$ cat src/rtl/ahb_pkg.sv
// ahb_pkg: shared AHB-lite transfer types and default widths
package ahb_pkg;
    typedef enum logic [1:0] {IDLE = 2'b00, BUSY = 2'b01, NONSEQ = 2'b10, SEQ = 2'b11} htrans_t;
    typedef enum logic [1:0] {S_IDLE, S_ADDR, S_DATA} ahb_state_t;
    localparam int AHB_ADDR_W = 4;
    localparam int AHB_DATA_W = 32;
endpackage

$ cat src/rtl/ahb_wait_timer.sv
// ahb_wait_timer: saturating wait-state counter flagging the TIMEOUT-th counted cycle
module ahb_wait_timer #(
    parameter int TIMEOUT = 16
) (
    input  logic clk,
    input  logic rst,
    input  logic clr,
    input  logic en,
    output logic expired
);
    localparam int CW = $clog2(TIMEOUT + 1);
    logic [CW-1:0] cnt_q, cnt_d;
    always_comb begin
        cnt_d = clr ? '0 : (en && cnt_q != CW'(TIMEOUT)) ? cnt_q + 1'b1 : cnt_q;
    end
    // looks at the post-edge count so the master can abort on the very edge that reaches TIMEOUT
    assign expired = cnt_d == CW'(TIMEOUT);
    always_ff @(posedge clk) begin
        cnt_q <= rst ? '0 : cnt_d;
    end
endmodule

$ cat src/rtl/ahb_master.sv
// ahb_master: single-outstanding AHB-lite master with data-phase wait-state timeout
module ahb_master import ahb_pkg::*; #(
    parameter int ADDR_W  = AHB_ADDR_W,
    parameter int DATA_W  = AHB_DATA_W,
    parameter int TIMEOUT = 16
) (
    input  logic              HCLK,
    input  logic              HRESET,
    input  logic              cmd_valid,
    output logic              cmd_ready,
    input  logic              cmd_write,
    input  logic [ADDR_W-1:0] cmd_addr,
    input  logic [DATA_W-1:0] cmd_wdata,
    output logic              rsp_valid,
    output logic [DATA_W-1:0] rsp_rdata,
    output logic              rsp_err,
    output logic [ADDR_W-1:0] HADDR,
    output logic              HWRITE,
    output logic [1:0]        HTRANS,
    output logic [DATA_W-1:0] HWDATA,
    input  logic [DATA_W-1:0] HRDATA,
    input  logic              HREADY
);
    ahb_state_t        state_q, state_d;
    htrans_t           htrans_q, htrans_d;
    logic [ADDR_W-1:0] haddr_q, haddr_d;
    logic              hwrite_q, hwrite_d, cmd_ready_q, cmd_ready_d;
    logic [DATA_W-1:0] hwdata_q, hwdata_d, wdata_q, wdata_d, rsp_rdata_q, rsp_rdata_d;
    logic              rsp_valid_q, rsp_valid_d, rsp_err_q, rsp_err_d;
    logic              rdy, expired;
    // X or Z on HREADY must read as a wait state, never as ready
    assign rdy = HREADY === 1'b1;
    ahb_wait_timer #(.TIMEOUT(TIMEOUT)) u_timer (
        .clk(HCLK), .rst(HRESET), .clr(state_q != S_DATA),
        .en(state_q == S_DATA && !rdy), .expired(expired)
    );
    always_comb begin
        state_d     = state_q;
        htrans_d    = htrans_q;
        haddr_d     = haddr_q;
        hwrite_d    = hwrite_q;
        hwdata_d    = hwdata_q;
        wdata_d     = wdata_q;
        rsp_valid_d = 1'b0;
        rsp_rdata_d = rsp_rdata_q;
        rsp_err_d   = rsp_err_q;
        case (state_q)
            S_IDLE: if (cmd_valid && cmd_ready_q) begin
                state_d  = S_ADDR;
                htrans_d = NONSEQ;
                haddr_d  = cmd_addr;
                hwrite_d = cmd_write;
                wdata_d  = cmd_wdata;
            end
            S_ADDR: if (rdy) begin
                state_d  = S_DATA;
                htrans_d = IDLE;
                hwdata_d = hwrite_q ? wdata_q : '0;
            end
            S_DATA: if (rdy || expired) begin
                state_d     = S_IDLE;
                hwdata_d    = '0;
                rsp_valid_d = 1'b1;
                rsp_err_d   = !rdy;
                rsp_rdata_d = (rdy && !hwrite_q) ? HRDATA : '0;
            end
            default: state_d = S_IDLE;
        endcase
        cmd_ready_d = state_d == S_IDLE;
    end
    always_ff @(posedge HCLK) begin
        if (HRESET) begin
            state_q     <= S_IDLE;
            htrans_q    <= IDLE;
            haddr_q     <= '0;
            hwrite_q    <= 1'b0;
            hwdata_q    <= '0;
            wdata_q     <= '0;
            cmd_ready_q <= 1'b0;
            rsp_valid_q <= 1'b0;
            rsp_rdata_q <= '0;
            rsp_err_q   <= 1'b0;
        end else begin
            state_q     <= state_d;
            htrans_q    <= htrans_d;
            haddr_q     <= haddr_d;
            hwrite_q    <= hwrite_d;
            hwdata_q    <= hwdata_d;
            wdata_q     <= wdata_d;
            cmd_ready_q <= cmd_ready_d;
            rsp_valid_q <= rsp_valid_d;
            rsp_rdata_q <= rsp_rdata_d;
            rsp_err_q   <= rsp_err_d;
        end
    end
    assign HTRANS    = htrans_q;
    assign HADDR     = haddr_q;
    assign HWRITE    = hwrite_q;
    assign HWDATA    = hwdata_q;
    assign cmd_ready = cmd_ready_q;
    assign rsp_valid = rsp_valid_q;
    assign rsp_rdata = rsp_rdata_q;
    assign rsp_err   = rsp_err_q;
endmodule

$ cat config.mk
export PLATFORM = sky130hd
export DESIGN_NAME = ahb_master
export DESIGN_NICKNAME = d
export VERILOG_FILES = /design/src/rtl/ahb_pkg.sv /design/src/rtl/ahb_wait_timer.sv /design/src/rtl/ahb_master.sv
export SDC_FILE = /design/constraint.sdc
export NUM_CORES = 1
export LEC_CHECK = 0
export ABC_AREA = 1
export BUFFER_PORTS_ARGS = -buffer_cell sky130_fd_sc_hd__buf_2
export CAP_MARGIN = 20
export CORE_MARGIN = 4
export CORE_UTILIZATION = 54
export CTS_CLUSTER_SIZE = 20
export DETAILED_ROUTE_END_ITERATION = 10
export HOLD_SLACK_MARGIN = 0.05
export PLACE_DENSITY = 0.83
export SKIP_CTS_REPAIR_TIMING = 1
export SLEW_MARGIN = 20
export SYNTH_ARGS = -nofsm -noshare
export SYNTH_HDL_FRONTEND = slang
export SYNTH_SLANG_ARGS = --single-unit
$ cat constraint.sdc
create_clock -name HCLK -period 3.1 [get_ports HCLK]
set_clock_uncertainty 0.2 [all_clocks]
set_input_delay 0.465 -clock HCLK [delete_from_list [all_inputs] [get_ports HCLK]]
set_output_delay 0.465 -clock HCLK [all_outputs]
set_load 0.05 [all_outputs]
# After elaboration in Yosys (flattened, before gate mapping)
# Cells that the tools add are included.
dict set report op_classes {
  n_addsub 1
  mul 0
  div 0
  order_cmp 0
  n_eq_ne 9
  shifts 0
  mux 15
  bitwise 1
  n_reduce_logical 16
}
# operator count
set ops {}
lappend ops {{two-way mux 32 bit} 4}
lappend ops {{one-hot mux 32 bit (2 select lines)} 1}
lappend ops {{two-way mux 2 bit} 5}
lappend ops {{two-way mux 5 bit} 2}
lappend ops {{!= test 2 bit (second input constant)} 3}
lappend ops {{one-hot mux 2 bit (3 select lines)} 1}
lappend ops {{AND reduction 3 bit} 2}
lappend ops {{adder 5 x 1 -> 5 bit (second input constant)} 1}
lappend ops {{== test 5 bit (second input constant)} 1}
lappend ops {{!= test 5 bit (second input constant)} 1}
lappend ops {{logical AND 1 bit} 4}
lappend ops {{zero test 2 bit} 2}
lappend ops {{one-hot mux 2 bit (2 select lines)} 1}
lappend ops {{AND reduction 2 bit} 2}
lappend ops {{nonzero test 2 bit} 2}
lappend ops {{== test 2 x 1 -> 1 bit (second input constant)} 1}
lappend ops {{== test 2 bit (second input constant)} 1}
lappend ops {{zero test 1 bit} 2}
lappend ops {{!= test 2 x 1 -> 1 bit (second input constant)} 1}
lappend ops {{OR reduction 2 bit} 1}
lappend ops {{=== test 1 bit (second input constant)} 1}
lappend ops {{logical OR 1 bit} 1}
lappend ops {{two-way mux 1 bit} 1}
lappend ops {{NOT 1 bit} 1}
dict set report totals {
  reg_bits 113
  latch_bits 0
  ramBits 0
  mem_bits_ro 0
  inputBits 73
  output_inout_bits 74
  word_cells 53
  n_memories 0
}

# Longest topological paths before layout
# Gate-level depths: netlist of the first run.
dict set report logic_depth {
  word_depth 11
  mapped_depth 17
  ltp_nobuf 16
}

# Modules after synthesis
# Synthesis of the first run repeated with hierarchy kept, for this count alone.
dict set report unflattened {
  cells_unflattened 641
  area_unflattened_um2 4548.1
}
# module n_inst cells_per_inst area_each_um2 seq_area_each_um2
set modules_own_cells {}
lappend modules_own_cells {ahb_master 1 595 4244.1 2142.1}
lappend modules_own_cells {ahb_wait_timer 1 46 304.0 100.1}

# Worst setup path before layout of the first run
# Ideal clock, no wire load.
dict set report synth_timing {
  kind {register -> register}
  from {register u_timer.cnt_q[0]}
  to {register rsp_rdata_q[1], in the netlist rsp_rdata[1]}
  setup_time_ns 0.123
  arrival_time_ns 1.711
  path_slack_ns 1.066
  stages_incl_launch_ff 16
  n_path_buf 1
  period_less_slack_ns 2.034
  cell_sequence {dfxtp_1 inv_1 ha_1 nand2_1 inv_1 nand2_2 nand2_2 nand2_1 nand2_1 o21bai_2 nand3_2 nand2_2 inv_2 buf_6 nand3_1 o21ai_0}
}
dict set report synth_via {
  elab_chain_len 7
}
# item line
set synth_rtl {}
lappend synth_rtl {{from (decl)} ahb_wait_timer.sv:12} ;# logic [CW-1:0] cnt_q, cnt_d;
lappend synth_rtl {{from (signal assigned)} ahb_wait_timer.sv:19} ;# cnt_q <= rst ? '0 : cnt_d;
lappend synth_rtl {{branches (longest 2 deep; another with adder 5 x 1 -> 5 bit)} --}
lappend synth_rtl {{two-way mux 5 bit (*) (2 in a row)} ahb_wait_timer.sv:14} ;# cnt_d = clr ? '0 : (en && cnt_q != CW'(TIMEOUT)) ? cnt_q + 1'b1 : cnt_q;
lappend synth_rtl {{== test 5 bit (*)} ahb_wait_timer.sv:17} ;# assign expired = cnt_d == CW'(TIMEOUT);
lappend synth_rtl {{logical OR 1 bit (*)} ahb_master.sv:60} ;# S_DATA: if (rdy || expired) begin
lappend synth_rtl {{AND reduction 2 bit (no line) (*)} --}
lappend synth_rtl {{to (signal assigned)} ahb_master.sv:92} ;# rsp_rdata_q <= rsp_rdata_d;
lappend synth_rtl {{to (decl)} ahb_master.sv:28} ;# logic [DATA_W-1:0] hwdata_q, hwdata_d, wdata_q, wdata_d, rsp_rdata_q, rsp_rdata_d;
# Every way passes the cells marked *.
# A chain may end at the register's enable or synchronous reset.

# Worst setup path after layout of the first run
dict set report layout_timing {
  from {register u_timer.cnt_q[0]}
  to {register hwdata_q[5], in the netlist HWDATA[5]}
}
dict set report layout_via {
  elab_chain_len 8
}
# item line
set layout_rtl {}
lappend layout_rtl {{branches (longest 2 deep; another with adder 5 x 1 -> 5 bit)} --}
lappend layout_rtl {{two-way mux 5 bit (*) (2 in a row)} ahb_wait_timer.sv:14}
lappend layout_rtl {{== test 5 bit (*)} ahb_wait_timer.sv:17}
lappend layout_rtl {{logical OR 1 bit (*)} ahb_master.sv:60}
lappend layout_rtl {{!= test 2 x 1 -> 1 bit (no line) (*)} --}
lappend layout_rtl {{AND reduction 3 bit (no line) (*)} --}
lappend layout_rtl {{to (signal assigned)} ahb_master.sv:88} ;# hwdata_q <= hwdata_d;
lappend layout_rtl {{to (decl)} ahb_master.sv:28}
# Marks and branches as above.

==> summary.md, run 1 <==
| Metric | Value |
|---|---|
| Status | `finished, final reports clean` |
| TritonCTS Buffers | `9` |
| Post-place setup slack | `0.535 ns` |
| Main combinational cell family by area after synthesis | `simple AND/OR/NAND/NOR gates` |
| Clock Pin Slew Worst Setup and Hold Paths | `0.11 ns` |
| Rel. slew slack | `56.3%` |
| DR iter-0 viols | `153` |
| Rows | `33` |
| Avg WL per Cell | `12.7 um` |
| DRC Markers | `0` |
| Met2 wire length | `5.03 mm` |
| Yosys warns | `0` |
| Syn Nets | `681` |
| DR WL met3 | `971 um` |
| #FFs+latches synth | `112` |
| Final Non-Filler Cells | `840` |
| Layout area overhead | `20.0%` |
| Final hold vios | `0` |
| CTS tree | `built` |
| DIE AREA | `9890 sq um` |
| Ant. Diodes | `0` |
| Worst Max-Slew Pin Slew | `0.656 ns` |
| CP Data Arrival Time | `2.68 ns` |
| Routed vias | `4,174` |
| Placed Instances | `824` |
| Post-DRT Antenna Nets | `0` |
| Core ar. | `8180 sq um` |
| Synth Area in Compound Gates | `11.0%` |
| FFs w/ async S/R, synth | `0%` |
| Class of the worst hold path | `in2reg` |
| M1 WL | `4.48 mm` |
| Post-layout min period | `2.62 ns` |
| Number of H-tree levels | `3` |
| Setup TNS Final | `0 ns` |
| Antenna violations before repair | `0` |
| Uppermost layer routed | `met4` |
| Remaining Overflow, GRT | `0` |
| I/O pin count | `147` |
| Adder-cell area share of the yosys netlist | `0.554%` |
| Post-synthesis sequential area ratio | `49.6%` |
| Gpl congestion | `0.838` |
| Pwr Total | `2.93 mW` |
| Leakage | `2.52 nW` |
| TritonRoute pass-1 iters | `5` |
| CTS Sinks | `112` |
| Final #Nets | `805` |
| Multiplexer area fraction after synthesis | `0%` |
| Layout cells sized above 1 | `28.8%` |
| VDD IR-drop max | `0.397 mV` |
| Post-Synth XOR/XNOR Area | `0%` |
| Critical Path End Type | `flop` |
| Startpoint types | `flop` |
| Vias per inst | `4.97` |
| CP Max Fanout | `64` |
| Vias in the first global route | `3,935` |
| Fill count | `740` |
| Synth Area in Simple Gates | `32.0%` |
| Count of flip-flops with a built-in enable after synthesis | `0` |
| Synthesized area | `4520 sq um` |
| Dpl hpwl | `7.63 mm` |
| Synth unique cells | `24` |
| Clk Latency, worst-skew pair | `0.36 ns` |
| Commonest non-fill, non-tap cell in the layout | `nand2_1` |
| CP Class | `reg2reg` |
| Worst setup margin | `0.475 ns` |
| Post-Syn Instances | `606` |
| Most frequent cells in the layout | `156 x nand2_1, 146 x nor2_1, 145 x buf_2` |
| Largest net degree at the start of global routing | `65` |
| Crit path required time | `3.16 ns` |
| Min Hold Slack | `0.134 ns` |
| Initial core utilization | `55.3%` |
| Post-Route WL | `10.7 mm` |
| Setup-failing EPs final | `0` |
| Pins Over Slew Limit | `0` |
| Die W | `99.5 um` |
| Pwr/cell area | `541 nW/um^2` |
| Global-route wire length before repair | `17.6 mm` |
| Port-buffer cells | `145` |
| Max-cap viol count | `0` |
| Fmax | `381 MHz` |
| Fin crit share | `84.7%` |
| Syn_area_per_cell | `7.46 sq um` |
| Root Driver | `clkbuf_8` |
| Clock buffer depth | `2` |
| Global-route usage over all layers | `21.8%` |
| Chip Height | `99.5 um` |
| RSZ-0062 raised after global routing | `no` |
| Synth Flop Type | `dfxtp_1` |
## synthesized netlist by cell type (4+ instances only)
cell | count | area (sq um)
buf_4 | 5 | 37.5
nand4_1 | 4 | 25.0
buf_6 | 9 | 101
nand2_1 | 156 | 586
a21oi_1 | 6 | 30.0
clkbuf_1 | 20 | 75.1
nor2_1 | 148 | 556
o21ai_0 | 40 | 200
inv_1 | 15 | 56.3
nand2_2 | 4 | 25.0
o21ai_2 | 29 | 254
nand3_1 | 40 | 200
buf_1 | 5 | 18.8
dfxtp_1 | 112 | 2240
## area by class of cell
class | count | area [sq um] | area share [%]
tap | 105 | 131 | 2.42
multi-input combinational | 436 | 1980 | 36.5
sequential | 112 | 2240 | 41.4
timing repair buffer | 152 | 778 | 14.4
clock inverter | 6 | 92.6 | 1.71
clock buffer | 10 | 128 | 2.35
inverter | 19 | 71.3 | 1.32
## state kept, by name, indices dropped and copies added, names as in the netlist
| name | cells |
|---|---|
| rsp_err | 1 |
| rsp_valid | 1 |
| cmd_ready | 1 |
| wdata_q | 32 |
| u_timer.cnt_q | 5 |
| HWRITE | 1 |
| HTRANS | 1 |
| state_q | 2 |
| rsp_rdata | 32 |
| HWDATA | 32 |
| HADDR | 4 |
## worst max-delay path: stages (launching register included)
cell	delay, ns
dfxtp_1	0.40
inv_1	0.08
ha_1	0.20
nand2_1	0.09
inv_1	0.05
nand2_2	0.09
nand2_2	0.10
nand2_1	0.07
nand3_1	0.10
nand2_1	0.10
inv_1	0.06
nand3_2	0.13
nand3_4	0.49
nor2_1	0.26
nor2_1	0.07
## routing by layer
metal	GRT usage [%]	up-vias
met5	0	-
met1	26.7	1848
met3	6.38	18
met2	35.8	153
met4	9.24	0
li1	-	2155
## kinds of logic (layout without fill, tap and decap cells)
group                    count (synthesis)  count (layout)
other                                    1               1
adder cells (fa/ha/maj)                  2               2
AND/OR/NAND/NOR                        357             357
buffers and inverters                   58             187
flip-flops                             112             112
AO/OA/AOI/OAI                           76              76
## power by group
part,internal [mW],total [mW],leakage [nW],switching (mW)
logic,0.131,0.440,1.50,0.309
registers,1.51,1.55,0.911,0.0360
clock network,0.462,0.946,0.108,0.485
total,2.10,2.93,2.52,0.830
## per-stage QoR
stage	instance area, sq um	util [%]
3_3_place_gp	5200	63.6
2_1_floorplan	4520	-
6_report	5420	66.3
3_5_place_dp	5200	63.6
5_1_grt	5420	66.3
4_1_cts	5420	66.3
## path summary, 6_finish.rpt
check | startpoint | endpoint | slack (ns) | cells after the start
worst max-delay path | u_timer.cnt_q[0] | HWDATA[5] | 0.48 | 14
worst min-delay path | HRDATA[15] | rsp_rdata[15] | 0.13 | 3
worst max register to register | u_timer.cnt_q[0] | HWDATA[5] | 0.48 | 14
worst min register to register | HWDATA[31] | HWDATA[31] | 0.29 | 2
(Power assumes the default switching activity.)
==> run 2, diff against run 1 <==
- CORE_UTILIZATION: 54 -> 50
- PLACE_DENSITY: 0.83 -> 0.78
- clock period: 3.1 -> 2.5 ns (I/O delays scaled with it)
==> summary.md, run 2 (synthesized netlist as in run 1, its figures left out) <==
| Metric | Value |
|---|---|
| Fmax | `433 MHz (was 381 MHz)` |
| DRC Markers | `0 (unchanged)` |
| Port-buffer cells | `145 (unchanged)` |
| Crit path required time | `2.58 ns (was 3.16 ns)` |
| Clock buffer depth | `2 (unchanged)` |
| Layout area overhead | `22.5% (was 20.0%)` |
| Status | `finished, final reports clean (unchanged)` |
| Leakage | `2.58 nW (was 2.52 nW)` |
| Post-Route WL | `11.0 mm (was 10.7 mm)` |
| Switching portion of total power | `30.4% (was 28.3%)` |
| Setup TNS Final | `0 ns (unchanged)` |
| Clk pwr share | `29.6% (was 32.3%)` |
| Fin crit share | `92.5% (was 84.7%)` |
| Pwr/cell area | `636 nW/um^2 (was 541 nW/um^2)` |
| Comb power frac | `16.1% (was 15.0%)` |
| CP Data Arrival Time | `2.39 ns (was 2.68 ns)` |
| Placed Instances | `830 (was 824)` |
| Commonest non-fill, non-tap cell in the layout | `nand2_1 (unchanged)` |
| Core ar. | `8760 sq um (was 8180 sq um)` |
| Clock Pin Slew Worst Setup and Hold Paths | `0.11 ns (about the same)` |
| CTS tree | `built (unchanged)` |
| Post-layout min period | `2.31 ns (was 2.62 ns)` |
| Clk Latency, worst-skew pair | `0.37 ns (was 0.36 ns)` |
| Layout cells sized above 1 | `30.2% (was 28.8%)` |
| Dpl hpwl | `7.52 mm (was 7.63 mm)` |
| Final hold vios | `0 (unchanged)` |
| DR iter-0 viols | `163 (was 153)` |
| Final Non-Filler Cells | `852 (was 840)` |
| CP Max Fanout | `7 (was 64)` |
| Slowest stage delay, CP | `0.38 ns (was 0.49 ns)` |
| Slowest-stage cell, CP | `dfxtp_4 (was nand3_4)` |
| Startpoint types | `flop (unchanged)` |
| Class of the worst hold path | `in2reg (unchanged)` |
| Area post-placement | `5260 sq um (was 5200 sq um)` |
| Routed vias | `4,201 (was 4,174)` |
| Gpl congestion | `0.896 (was 0.838)` |
| Initial core utilization | `51.6% (was 55.3%)` |
| Global-route usage over all layers | `19.9% (was 21.8%)` |
| Net switching power | `1.07 mW (was 830 uW)` |
| Rel. slew slack | `61.9% (was 56.3%)` |
| DIE AREA | `10,600 sq um (was 9890 sq um)` |
| Chip Height | `103 um (was 99.5 um)` |
| Vias per inst | `4.93 (was 4.97)` |
| CP Cell Sequence | `inv_1, ha_1, nand2_1, inv_1, nand2_2, nand2_2, nand2_1, nand2_1, inv_2, nand2_1, inv_1, nand3_4, nand3_4, buf_4, buf_4, nand2_1, nand2_1, nor2_1 (was inv_1, ha_1, nand2_1, inv_1, nand2_2, nand2_2, nand2_1, nand3_1, nand2_1, inv_1, nand3_2, nand3_4, nor2_1, nor2_1)` |
| Remaining Overflow, GRT | `0 (unchanged)` |
| Worst setup margin | `0.188 ns (was 0.475 ns)` |
| I/O pin count | `147 (unchanged)` |
| Ant. Diodes | `0 (unchanged)` |
| Number of H-tree levels | `3 (unchanged)` |
| Crit path top cell by count | `nand2_1` |
| Rows | `34 (was 33)` |
| Critical Path End Type | `flop (unchanged)` |
| Final #Nets | `814 (was 805)` |
| VDD IR-drop max | `0.303 mV (was 0.397 mV)` |
| Max-cap viol count | `0 (unchanged)` |
| Die W | `103 um (was 99.5 um)` |
| Largest net degree at the start of global routing | `77 (was 65)` |
| Setup-failing EPs final | `0 (unchanged)` |
| CP Class | `reg2reg (unchanged)` |
| Root Driver | `clkbuf_8 (unchanged)` |
| Antenna violations before repair | `1 (was 0)` |
| Global-route wire length before repair | `17.1 mm (was 17.6 mm)` |
| RSZ-0062 raised after global routing | `no (unchanged)` |
| Most frequent cells in the layout | `156 x nand2_1, 146 x nor2_1, 145 x buf_2 (unchanged)` |
| Vias in the first global route | `3,808 (was 3,935)` |
| CTS Sinks | `112 (unchanged)` |
| Worst Max-Slew Pin Slew | `0.571 ns (was 0.656 ns)` |
| Internal Power | `2.45 mW (was 2.10 mW)` |
| Avg WL per Cell | `12.9 um (was 12.7 um)` |
| Design area | `5540 sq um (was 5420 sq um)` |
| TritonRoute pass-1 iters | `5 (unchanged)` |
| Seq pwr share | `54.3% (was 52.7%)` |
| Pins Over Slew Limit | `0 (unchanged)` |
| TritonCTS Buffers | `9 (unchanged)` |
| Post-DRT Antenna Nets | `0 (unchanged)` |
| Post-place setup slack | `0.0622 ns (was 0.535 ns)` |
-- run 2: changes by cell type in the layout (fill, tap and decap cells not counted), moves of 2 or more --
cell | previous run | this run
buf_12 | 0 | 3
buf_4 | 7 | 11
dfxtp_1 | 112 | 110
bufinv_16 | 2 | 0
inv_6 | 0 | 3
-- run 2: cell type report --
| class | instances | area, sq um |
|---|---|---|
| clock buffer | 10 | 138 |
| clock inverter | 6 | 50.0 |
| fill | 798 | 3230 |
| inverter | 19 | 73.8 |
| multi-input combinational | 438 | 2020 |
| sequential | 112 | 2250 |
| tap | 108 | 135 |
| timing repair buffer | 159 | 868 |
-- run 2: final timing paths --
kind / startpoint / endpoint / slack, ns / cells past startpoint
worst min register to register: HTRANS[1] / HTRANS[1] / 0.27 / 2
worst max-delay path: u_timer.cnt_q[0] / HWDATA[21] / 0.19 / 18
worst max register to register: u_timer.cnt_q[0] / HWDATA[21] / 0.19 / 18
worst min-delay path: HRDATA[18] / rsp_rdata[18] / 0.04 / 3
-- run 2: per-layer routing --
metal  track usage [%]  vias up  wire [um]
met5                 0        -          7
met2              32.7      135       5160
met4              6.27        2        113
met3              5.62       10       1010
met1              25.4     1873       4660
li1                  -     2181          -
-- run 2: worst max-delay path, delay by kind of cell (launching register included) --
kind / cells / cell delay, ns
flops: 1 / 0.38
fa+ha+maj: 1 / 0.19
simple gates: 11 / 0.96
buf+inv: 6 / 0.49
-- run 2: metrics by stage --
stage	util (%)	total power [mW]	hold WS, ns
after floorplan	-	2.35	0.255
after global placement	60.1	2.51	0.247
after detailed placement	60.1	2.52	0.254
after CTS	62.2	3.55	0.0321
after global routing	63.2	3.69	0.0500
final	63.2	3.52	0.0403
-- run 2: power groups by stage --
stage,Clock (mW),Combinational (mW),Sequential [mW]
6_report,1.04,0.566,1.91
2_1_floorplan,0,0.256,2.10
3_3_place_gp,0,0.554,1.95
5_1_grt,1.14,0.629,1.93
4_1_cts,1.07,0.562,1.92
3_5_place_dp,0,0.560,1.96
